===== src/rtl/can_crc_unit.sv =====
// CAN / CAN FD CRC generator and checker: CRC-15, CRC-17 and CRC-21 run side by side,
// the one picked at crcStart drives the transmit path and is compared with the received field.
module can_crc_unit #(
    parameter logic [14:0] POLY15 = 15'h4599,
    parameter logic [16:0] POLY17 = 17'h1685B,
    parameter logic [20:0] POLY21 = 21'h102899,
    parameter logic [14:0] INIT15 = 15'h0000,
    parameter logic [16:0] INIT17 = 17'h10000,
    parameter logic [20:0] INIT21 = 21'h100000
) (
    input  logic        clk,
    input  logic        reset_n,
    input  logic        samplePoint,
    input  logic        canRX,
    input  logic        isStuff,
    input  logic        crcStart,
    input  logic        crcCalc_on,
    input  logic        crcCheck,
    input  logic [1:0]  crcSel,
    output logic [20:0] crcResult,
    output logic        crcBitOut,
    output logic        crcDone,
    output logic        crcError
);

    logic [14:0] crc15, n15;
    logic [16:0] crc17, n17;
    logic [20:0] crc21, n21;
    logic [1:0]  selReg, nsel;
    logic [20:0] rxCrc, nrx;
    logic [4:0]  bitCnt, ncnt;
    logic        ndone, nerr;
    logic [20:0] nres;
    logic        nbit;
    logic [4:0]  width;
    logic [20:0] mask;
    logic [20:0] sel_crc;
    logic        calc_en, chk_en;

    assign calc_en = samplePoint & crcCalc_on & ~crcCheck;
    // Samples after completion are dropped so the verdict cannot be disturbed.
    assign chk_en  = samplePoint & crcCheck & ~isStuff & ~crcDone;

    always_comb begin
        width   = 5'd0;
        mask    = 21'h0;
        sel_crc = 21'h0;
        case (selReg)
            2'd1: begin width = 5'd15; mask = 21'h007FFF; sel_crc = {6'd0, crc15}; end
            2'd2: begin width = 5'd17; mask = 21'h01FFFF; sel_crc = {4'd0, crc17}; end
            2'd3: begin width = 5'd21; mask = 21'h1FFFFF; sel_crc = crc21;         end
            default: ;
        endcase
    end

    always_comb begin
        n15   = crc15;
        n17   = crc17;
        n21   = crc21;
        nsel  = selReg;
        nrx   = rxCrc;
        ncnt  = bitCnt;
        ndone = crcDone;
        nerr  = crcError;
        if (crcStart) begin
            n15   = INIT15;
            n17   = INIT17;
            n21   = INIT21;
            nsel  = crcSel;
            nrx   = 21'h0;
            ncnt  = 5'd0;
            ndone = 1'b0;
            nerr  = 1'b0;
        end else begin
            if (calc_en) begin
                // Classic CAN excludes stuff bits from CRC-15; FD CRCs cover them.
                if (!isStuff)
                    n15 = {crc15[13:0], 1'b0} ^ ((canRX ^ crc15[14]) ? POLY15 : 15'h0);
                n17 = {crc17[15:0], 1'b0} ^ ((canRX ^ crc17[16]) ? POLY17 : 17'h0);
                n21 = {crc21[19:0], 1'b0} ^ ((canRX ^ crc21[20]) ? POLY21 : 21'h0);
            end
            if (chk_en) begin
                nrx = {rxCrc[19:0], canRX};
                if (bitCnt != 5'd31)
                    ncnt = bitCnt + 5'd1;
                if (selReg != 2'd0 && ncnt == width) begin
                    ndone = 1'b1;
                    nerr  = ((nrx & mask) != sel_crc);
                end
            end
        end
    end

    always_comb begin
        nres = 21'h0;
        nbit = 1'b0;
        case (nsel)
            2'd1: begin nres = {6'd0, n15}; nbit = n15[14]; end
            2'd2: begin nres = {4'd0, n17}; nbit = n17[16]; end
            2'd3: begin nres = n21;         nbit = n21[20]; end
            default: ;
        endcase
    end

    always_ff @(posedge clk or negedge reset_n) begin
        if (!reset_n) begin
            crc15     <= 15'h0;
            crc17     <= 17'h0;
            crc21     <= 21'h0;
            selReg    <= 2'd0;
            rxCrc     <= 21'h0;
            bitCnt    <= 5'd0;
            crcDone   <= 1'b0;
            crcError  <= 1'b0;
            crcResult <= 21'h0;
            crcBitOut <= 1'b0;
        end else begin
            crc15     <= n15;
            crc17     <= n17;
            crc21     <= n21;
            selReg    <= nsel;
            rxCrc     <= nrx;
            bitCnt    <= ncnt;
            crcDone   <= ndone;
            crcError  <= nerr;
            crcResult <= nres;
            crcBitOut <= nbit;
        end
    end

endmodule


===== config.mk =====
export PLATFORM = sky130hd
export DESIGN_NAME = can_crc_unit
export DESIGN_NICKNAME = d
export VERILOG_FILES = /design/src/rtl/can_crc_unit.sv
export SDC_FILE = /design/constraint.sdc
export NUM_CORES = 1
export LEC_CHECK = 0
export CAP_MARGIN = 20
export CORE_ASPECT_RATIO = 0.5
export CORE_MARGIN = 2
export CORE_UTILIZATION = 50
export CTS_CLUSTER_SIZE = 8
export DETAILED_ROUTE_END_ITERATION = 8
export PLACE_DENSITY = 0.79
export SETUP_SLACK_MARGIN = 0.15
export SLEW_MARGIN = 20
export SYNTH_ARGS = -nofsm -noshare
export SYNTH_HDL_FRONTEND = slang
export SYNTH_SLANG_ARGS = --single-unit

===== constraint.sdc =====
create_clock -name clk -period 5.3 [get_ports clk]
set_input_delay 1.325 -clock clk [delete_from_list [all_inputs] [get_ports clk]]
set_output_delay 1.325 -clock clk [all_outputs]
set_load 0.02 [all_outputs]

# After elaboration in Yosys (flattened, before gate mapping)

Cells that the tools add are included.

Bits in writable memories: 0
Memory bits (read-only): 0
Output and inout port bits: 24
Latch bits: 0
Bits of input ports: 10
Flip-flop bits (word level): 104
Memories: 0
Logic and storage cells: 69

Muxes and demuxes: 29
$mul: 0
Div/mod/pow operators: 0
Magnitude comparators: 0
Equality and inequality tests: 9
Reductions and logical operators: 5
Add/sub/neg operators: 1
Bitwise operators: 15
Shift-type cells: 0

Operator list:

| operator                                             | number |
|---|---|
| case mux 21 bit (3 select lines)                     | 3 |
| 2-to-1 mux 21 bit                                    | 3 |
| 2-to-1 mux 15 bit                                    | 4 |
| 2-to-1 mux 17 bit                                    | 3 |
| 2-to-1 mux 20 bit                                    | 2 |
| 2-to-1 mux 5 bit                                     | 5 |
| bitwise AND 21 bit                                   | 1 |
| inequality test 21 bit                               | 1 |
| XOR 21 bit                                           | 1 |
| XOR 17 bit                                           | 1 |
| case mux 5 bit (3 select lines)                      | 1 |
| XOR 15 bit                                           | 1 |
| equality test 2 bit (second input constant)          | 4 |
| 2-to-1 mux 1 bit                                     | 6 |
| nonzero test 2 bit                                   | 3 |
| adder 5 x 1 -> 5 bit (second input constant)         | 1 |
| bitwise AND 1 bit                                    | 5 |
| equality test 5 bit                                  | 1 |
| inequality test 5 bit (second input constant)        | 1 |
| equality test 2 x 1 -> 1 bit (second input constant) | 2 |
| NOT 1 bit                                            | 3 |
| case mux 1 bit (3 select lines)                      | 1 |
| XOR 1 bit                                            | 3 |
| 2-to-1 mux 2 bit                                     | 1 |
| 2 further kinds                                      | 2 |

# Logic depth before layout (Yosys ltp)

Gate-level depths: netlist (run 1).

Word-level depth: 10
Gate-level depth with buffers: 9
Depth with buffers taken out: 8

# Worst setup path before layout (run 1)

Ideal clock, no wire load.

Path kind: input port to flip-flop
Start: in crcCheck
End: reg crcBitOut
Library setup time: 0.134 ns
Stages: 6
Data arrival time: 2.507 ns
Required time: 5.166 ns
Setup slack: 2.659 ns
Cells stage by stage: nand3b_1 -> buf_2 -> o21ai_0 -> or3b_2 -> o21ai_0 -> o22ai_1

Cells in the longest elaborated chain, start to end: 5

Ends and longest elaborated chain:

| what                            | line | RTL |
|---|---|---|
| from (decl)                     | 18   | `input logic crcCheck,` |
| NOT 1 bit                       | 40   | `assign calc_en = samplePoint & crcCalc_on & ~crcCheck;` |
| bitwise AND 1 bit               | 40   |  |
| 2-to-1 mux 17 bit               | 75   | `if (calc_en) begin` |
| 2-to-1 mux 17 bit               | 65   | `if (crcStart) begin` |
| net n17[16]                     | 27   | `logic [16:0] crc17, n17;` |
| case mux 1 bit (3 select lines) | 97   | `case (nsel)` |
| net nbit                        | 34   | `logic nbit;` |
| to (signal assigned)            | 127  | `crcBitOut <= nbit;` |
| to (decl)                       | 21   | `output logic crcBitOut,` |

The timed path passes the listed nets, and every way through them passes these cells.
A chain may end at the register's enable or synchronous reset.

# Final worst setup path (run 1)

Ends and elaborated chain as after synthesis.

==> results.toml, run 1 <==
[status]
outcome = "complete, no violations"

[sta]
timing.final.crit_share_pct = 68.2
unrepaired_setup_endpoints_after_global_routing = "no"
setup_viol = 0
layout_min_cycle_time_ns = 3.61
timing.max_slew.rel_slack_pct = 32.5
worst-slew-pin-transition_ns = 1.01
clock-skew-final_ns = 0.00478
clock.fmax_mhz = 277
maxSlewViolCount = 0
final_number_of_hold_violating_endpoints = 0
setup_total_negative_slack_ns = 0

[cts]
cts_root_buf = "clkbuf_16"
cts.reportedPaths.clkPinSlew_ns = 0.07
clock_latency_ns = 0.34
post_cts_sizing_count = 0
htreeDepth = 3
cts_setup_buffers = 0
clock_tree_from_tritoncts = "yes"
cts_made_buffers = 9
cts-hold-fix-buffers = 0
clock_path_buffers = 2
cts_sinks = 104

[worst_setup_path]
critical_path.startpoint_type = "input pin"
slowest_stage_cell_cp = "nand3b_1"
setup.reg_to_reg.worst_slack_ns = 2.46
timing.critical_path.arrival_ns = 3.83
path_delay_family = "simple AND/OR/NAND/NOR gates"
worst_ep_required_time_ns = 5.52
worst-path-max-fanout = 31
critPathBufInv = 2
cell_by_cell_trace_of_the_critical_path = "clkdlybuf4s50_1, nand3b_1, buf_4, nor3_1, or3b_2, o21ai_0, o22ai_1"
timing_worst_setup_path_type = "input pin to flip-flop"
worstSetupEndpointType = "flip-flop"
worst_path_largest_cell_delay_ns = 0.57

[finish]
area_of_the_multi_input_gates_um2 = 2590
layout-drive-gt1-share_pct = 5.71
area.sequential_um2 = 2600
syn_to_final_growth_pct = 12.0
antenna_cells_inserted = 0
n_fill_cell = 891
fin_nets = 620
postLayoutCellArea_um2 = 6040

[power]
p_int_mw = 1.19
pwr-share-seq_pct = 51.2
power.static_leakage_nw = 2.45
power_switching_mw = 0.414
power-per-cell-area_nw_per_um2 = 266
combPwrFrac_pct = 10.6
worst_ir_drop_vdd_mv = 0.158
clock_power_share_pct = 38.2
p_sw_share_pct = 25.7

[yosys]
postSynthRegisterBits = 104
synth_cell_types = 54
synth_sequential_area_ratio_pct = 48.3
synth.largest_area_cell = "dfrtp_1"
post-synth-top-count-cell = "nand2_1"
count_of_flip_flops_with_a_built_in_enable_after_synthesis = 0
synth-async-reset-ratio_pct = 100
ys_dominant_reg_cell = "dfrtp_1"
most_frequent_cells_after_synthesis = "nand2_1 (147), dfrtp_1 (104), a21oi_1 (80)"
netlist.area_leader.share_pct = 48.3
netlist_area_um2 = 5390
synthesis.yosys.warnings = 0
synthesized_netlist_net_count = 611
post_synth.cell_area_avg_um2 = 8.98
postSynthCellCount = 600
synthTopCellsByArea = "dfrtp_1 (48%), nand2_1 (10%), a21oi_1 (7.4%)"

[floorplanning]
starting_density_of_the_core_pct = 52.1
floorplan.core_area_um2 = 10300
dieHeight_um = 77.4
num_rows = 26
die-area_um2 = 11700
dieWidth_um = 151
ios = 34

[grt]
overall_fraction_of_global_route_tracks_in_use_pct = 24.0
grt_pass1_vias = 4150
grt_start_max_net_pins = 83
number_of_antenna_violations_at_the_first_check_in_global_routing = 0
grt_overflow_total = 0
grt_pass1_wl_um = 21600

[placement]
placement.io_buffers = 33
hpwl_um = 8700
place_congestion = 0.892
dpl-instance-area_um2 = 5760

[routing]
route.vias.total = 4367
initialDrtViolationCount = 601
routed_wire_length_per_instance_um = 17.5
wl_um = 13200
dr.pass1.iters = 5
post-route-drc-count = 0
antenna_left = 0
via_per_inst = 5.80

[hold_path]
worstHoldPathType = "flip-flop to flip-flop"

[job]
max_cap_viol = 0
## layer usage
layer  GRT usage, %  up-vias  routed length, um
li1               -     2045                  -
met1           35.5     2142               5990
met2           35.9      163               5980
met3           5.65       17               1020
met4           5.61        0                164
met5              0        -                  0
## worst register-to-register path: stages, from the launching register on
cell      delay, ns
dfrtp_1        0.36
buf_4          0.28
nand2b_1       0.24
and2_1         0.69
clkinv_1       0.70
o21ai_0        0.32
o22ai_1        0.13
## cells by family (layout without fill, tap and decap cells)
logic type | after synthesis | after routing | share of synthesized area [%]
AND/OR/NAND/NOR | 232 | 232 | 18.4
AO/OA/AOI/OAI | 135 | 135 | 14.2
flip-flops | 104 | 104 | 48.3
XOR/XNOR | 50 | 50 | 8.96
buffers and inverters | 46 | 59 | 3.85
multiplexers | 32 | 32 | 6.04
adder cells (fa/ha/maj) | 1 | 1 | 0.232
## cells in the final DEF (no fill, tap or decap), drive strengths merged, types with 3 or more instances in the layout
cell type / n
a21oi: 80
nand2: 147
dfrtp: 104
buf: 9
clkbuf: 11
clkinv: 3
nor2: 43
xor2: 19
inv: 4
o21ai: 24
a221oi: 4
clkdlybuf4s50: 31
nand3: 7
o31ai: 4
and3: 6
mux2i: 31
nand3b: 3
o22ai: 7
xnor2: 31
nor3: 9
## metrics by stage
| stage | total power, mW | util, % | setup slack (ns) | hold WS (ns) | std cells |
|---|---|---|---|---|---|
| 4_1_cts | 1.62 | 58.3 | 1.76 | 0.560 | 753 |
| 6_report | 1.61 | 58.3 | 1.69 | 0.560 | 753 |
| 3_5_place_dp | 1.01 | 55.7 | 1.40 | 0.548 | 738 |
| 2_1_floorplan | 0.945 | - | 2.66 | 0.518 | 600 |
| 5_1_grt | 1.67 | 58.3 | 1.45 | 0.590 | 753 |
| 3_3_place_gp | 1.00 | 55.7 | 1.48 | 0.532 | 738 |
## worst paths after layout
kind                                 from         to  depth (start not counted)
worst max-delay path             crcCheck  crcBitOut                          7
worst min-delay path            rxCrc[19]  rxCrc[19]                          2
worst max register to register  selReg[1]  crcBitOut                          6
worst min register to register  rxCrc[19]  rxCrc[19]                          2
max in group asynchronous         reset_n   rxCrc[4]                          2
min in group asynchronous         reset_n   crc15[3]                          1
## power groups by stage
stage          combinational [mW]  clock (mW)  sequential (mW)
2_1_floorplan               0.110           0            0.836
3_3_place_gp                0.166           0            0.837
3_5_place_dp                0.168           0            0.838
4_1_cts                     0.170       0.628            0.823
5_1_grt                     0.185       0.663            0.824
6_report                    0.171       0.614            0.823
## cell type report
cell class	count	area share [%]
flip-flops and latches	104	43.1
repair buffers	40	6.22
well taps	140	2.90
clock inverters	4	0.498
clock buffers	11	4.02
multi-input cells	450	43.0
inverters	4	0.249
## sequential cells by signal (all words and copies together) (netlist names)
name	cells
bitCnt	5
crc15	15
crc17	17
crc21	21
crcBitOut	1
crcDone	1
crcError	1
crcResult	21
rxCrc	20
selReg	2
Power figures use the tool's default switching activity.
==> inputs of run 2 (changes only) <==
--- a/config.mk
+++ b/config.mk
@@ -11,7 +11,7 @@
 export CORE_UTILIZATION = 50
 export CTS_CLUSTER_SIZE = 8
 export DETAILED_ROUTE_END_ITERATION = 8
-export PLACE_DENSITY = 0.79
+export PLACE_DENSITY = 0.82
 export SETUP_SLACK_MARGIN = 0.15
 export SLEW_MARGIN = 20
 export SYNTH_ARGS = -nofsm -noshare
==> constraint.sdc (replaced) <==
create_clock -name clk -period 2.96 [get_ports clk]
set_input_delay 0.74 -clock clk [delete_from_list [all_inputs] [get_ports clk]]
set_output_delay 0.74 -clock clk [all_outputs]
set_load 0.02 [all_outputs]
==> results.toml, run 2 (same netlist as run 1, synthesis figures left out) <==
[grt]
number_of_antenna_violations_at_the_first_check_in_global_routing = 0
grt_met1_use_pct = 36.0
grt_pass1_wl_um = 22100
overall_fraction_of_global_route_tracks_in_use_pct = 24.6
grt.met2_usage_pct = 36.2
grt_start_max_net_pins = 68
grt_pass1_vias = 4278
top_usage_layer = "met2"
grt.met3_usage_pct = 6.24
grt_overflow_total = 0

[worst_setup_path]
timing.critical_path.arrival_ns = 2.76
worst_ep_required_time_ns = 3.19
reg2reg_to = "crcError"
setup.reg_to_reg.worst_slack_ns = 0.59
worst-path-max-fanout = 12
timing_worst_setup_path_type = "input pin to flip-flop"
worstSetupEndpointType = "flip-flop"
r2r.worst_path.cells = 6
worstReg2RegStart = "selReg[0]"
critical_path.startpoint_type = "input pin"

[placement]
placement.io_buffers = 33
place_congestion = 0.880
hpwl_um = 8940
detailedPlace.worstSlack_ns = 0.0948
dpl-instance-area_um2 = 5850

[floorplanning]
ios = 34
num_rows = 26
starting_density_of_the_core_pct = 52.1
die-area_um2 = 11700
dieWidth_um = 151
floorplan.core_area_um2 = 10300
dieHeight_um = 77.4

[cts]
cts_setup_buffers = 0
post_cts_sizing_count = 0
cts_root_buf = "clkbuf_16"
clock_path_buffers = 2
cts.reportedPaths.clkPinSlew_ns = 0.07
cts_made_buffers = 9
clock_latency_ns = 0.35
cts_sinks = 104
cts-hold-fix-buffers = 0
htreeDepth = 3
clock_tree_from_tritoncts = "yes"

[finish]
mostFrequentLayoutCell = "nand2_1"
fin_nets = 627
layout-drive-gt1-share_pct = 6.92
n_fill_cell = 869
postLayoutCellArea_um2 = 6160
syn_to_final_growth_pct = 14.3
registers_with_the_highest_flip_flop_counts = "crc21 x21, crcResult x21, rxCrc x20"
layout.cells.most_common_list = "nand2_1 (147), dfrtp_1 (104), a21oi_1 (80), nor2_1 (41)"
antenna_cells_inserted = 0
utilization_pct = 59.5

[routing]
routed_wire_length_per_instance_um = 17.5
post-route-drc-count = 0
wl_um = 13300
route.vias.total = 4424
initialDrtViolationCount = 491
via_per_inst = 5.81
antenna_left = 0
dr.pass1.iters = 5

[sta]
maxSlewViolCount = 0
unrepaired_setup_endpoints_after_global_routing = "no"
layout_min_cycle_time_ns = 2.53
fin_ws_ns = 0.432
timing.max_slew.rel_slack_pct = 45.9
timing.final.crit_share_pct = 85.4
setup_viol = 0
clock-skew-final_ns = 0.00818
worst-slew-pin-transition_ns = 0.811
clock.fmax_mhz = 396
final_number_of_hold_violating_endpoints = 0
setup_total_negative_slack_ns = 0

[power]
power-per-cell-area_nw_per_um2 = 489
worst_ir_drop_vdd_mv = 0.305
power.static_leakage_nw = 2.51

[status]
outcome = "complete, no violations"

[hold_path]
worstHoldPathType = "input pin to async pin"

[job]
max_cap_viol = 0
[run 2: cell types whose count changed in the layout (fill, tap and decap cells not counted)]
cell       previous run  this run
buf_12                0         3
buf_4                 8        12
bufinv_16             0         1
clkinv_4              1         0
inv_8                 0         1
[run 2: per-layer routing]
layer,vias up,wire [um]
li1,2057,-
met1,2184,6130
met2,165,5910
met3,18,1030
met4,0,215
met5,-,0
[run 2: layout make-up]
type	count	area (um^2)	area share (%)
Timing Repair Buffer	47	465	7.56
Clock buffer	11	243	3.94
Clock inverter	5	62.6	1.02
Sequential cell	104	2600	42.3
Inverter	4	15.0	0.244
Tap cell	140	175	2.84
Multi-Input combinational cell	450	2590	42.1
[run 2: worst max-delay path by stage]
stage | startpoint | endpoint | slack [ns]
after floorplan | crcCheck | crcBitOut | 0.90
after global placement | crcCheck | crcResult[14] | 0.21
after detailed placement | crcCheck | crcResult[14] | 0.09
after CTS | crcCheck | crcResult[14] | 0.46
after global routing | crcCheck | crcResult[14] | 0.33
final | crcCheck | crcResult[14] | 0.43
[run 2: stage by stage]
stage / instances / power, mW / hold slack, ns
3_3_place_gp: 745 / 1.81 / 0.537
3_5_place_dp: 745 / 1.82 / 0.548
2_1_floorplan: 600 / 1.69 / 0.444
4_1_cts: 761 / 3.04 / 0.357
6_report: 761 / 3.01 / 0.340
5_1_grt: 761 / 3.12 / 0.384
[run 2: power breakdown]
group          switching, mW  internal [mW]
Sequential            0.0316           1.44
Combinational          0.207          0.115
Clock                  0.531          0.687
Total                  0.770           2.24
[run 2: worst max-delay path: stages]
cell,delay [ns]
clkdlybuf4s50_1,0.48
nand3b_1,0.36
or2_2,0.49
nor2_1,0.18
xnor2_1,0.18
nor2_1,0.10
a21oi_1,0.14
o22ai_1,0.09
==> inputs of run 3 (changes only) <==
--- a/config.mk
+++ b/config.mk
@@ -9,7 +9,6 @@
 export CORE_ASPECT_RATIO = 0.5
 export CORE_MARGIN = 2
 export CORE_UTILIZATION = 50
-export CTS_CLUSTER_SIZE = 8
 export DETAILED_ROUTE_END_ITERATION = 8
 export PLACE_DENSITY = 0.82
 export SETUP_SLACK_MARGIN = 0.15
==> results of run 3 <==
Final layout, timing and power as in run 2 (identical DEF).
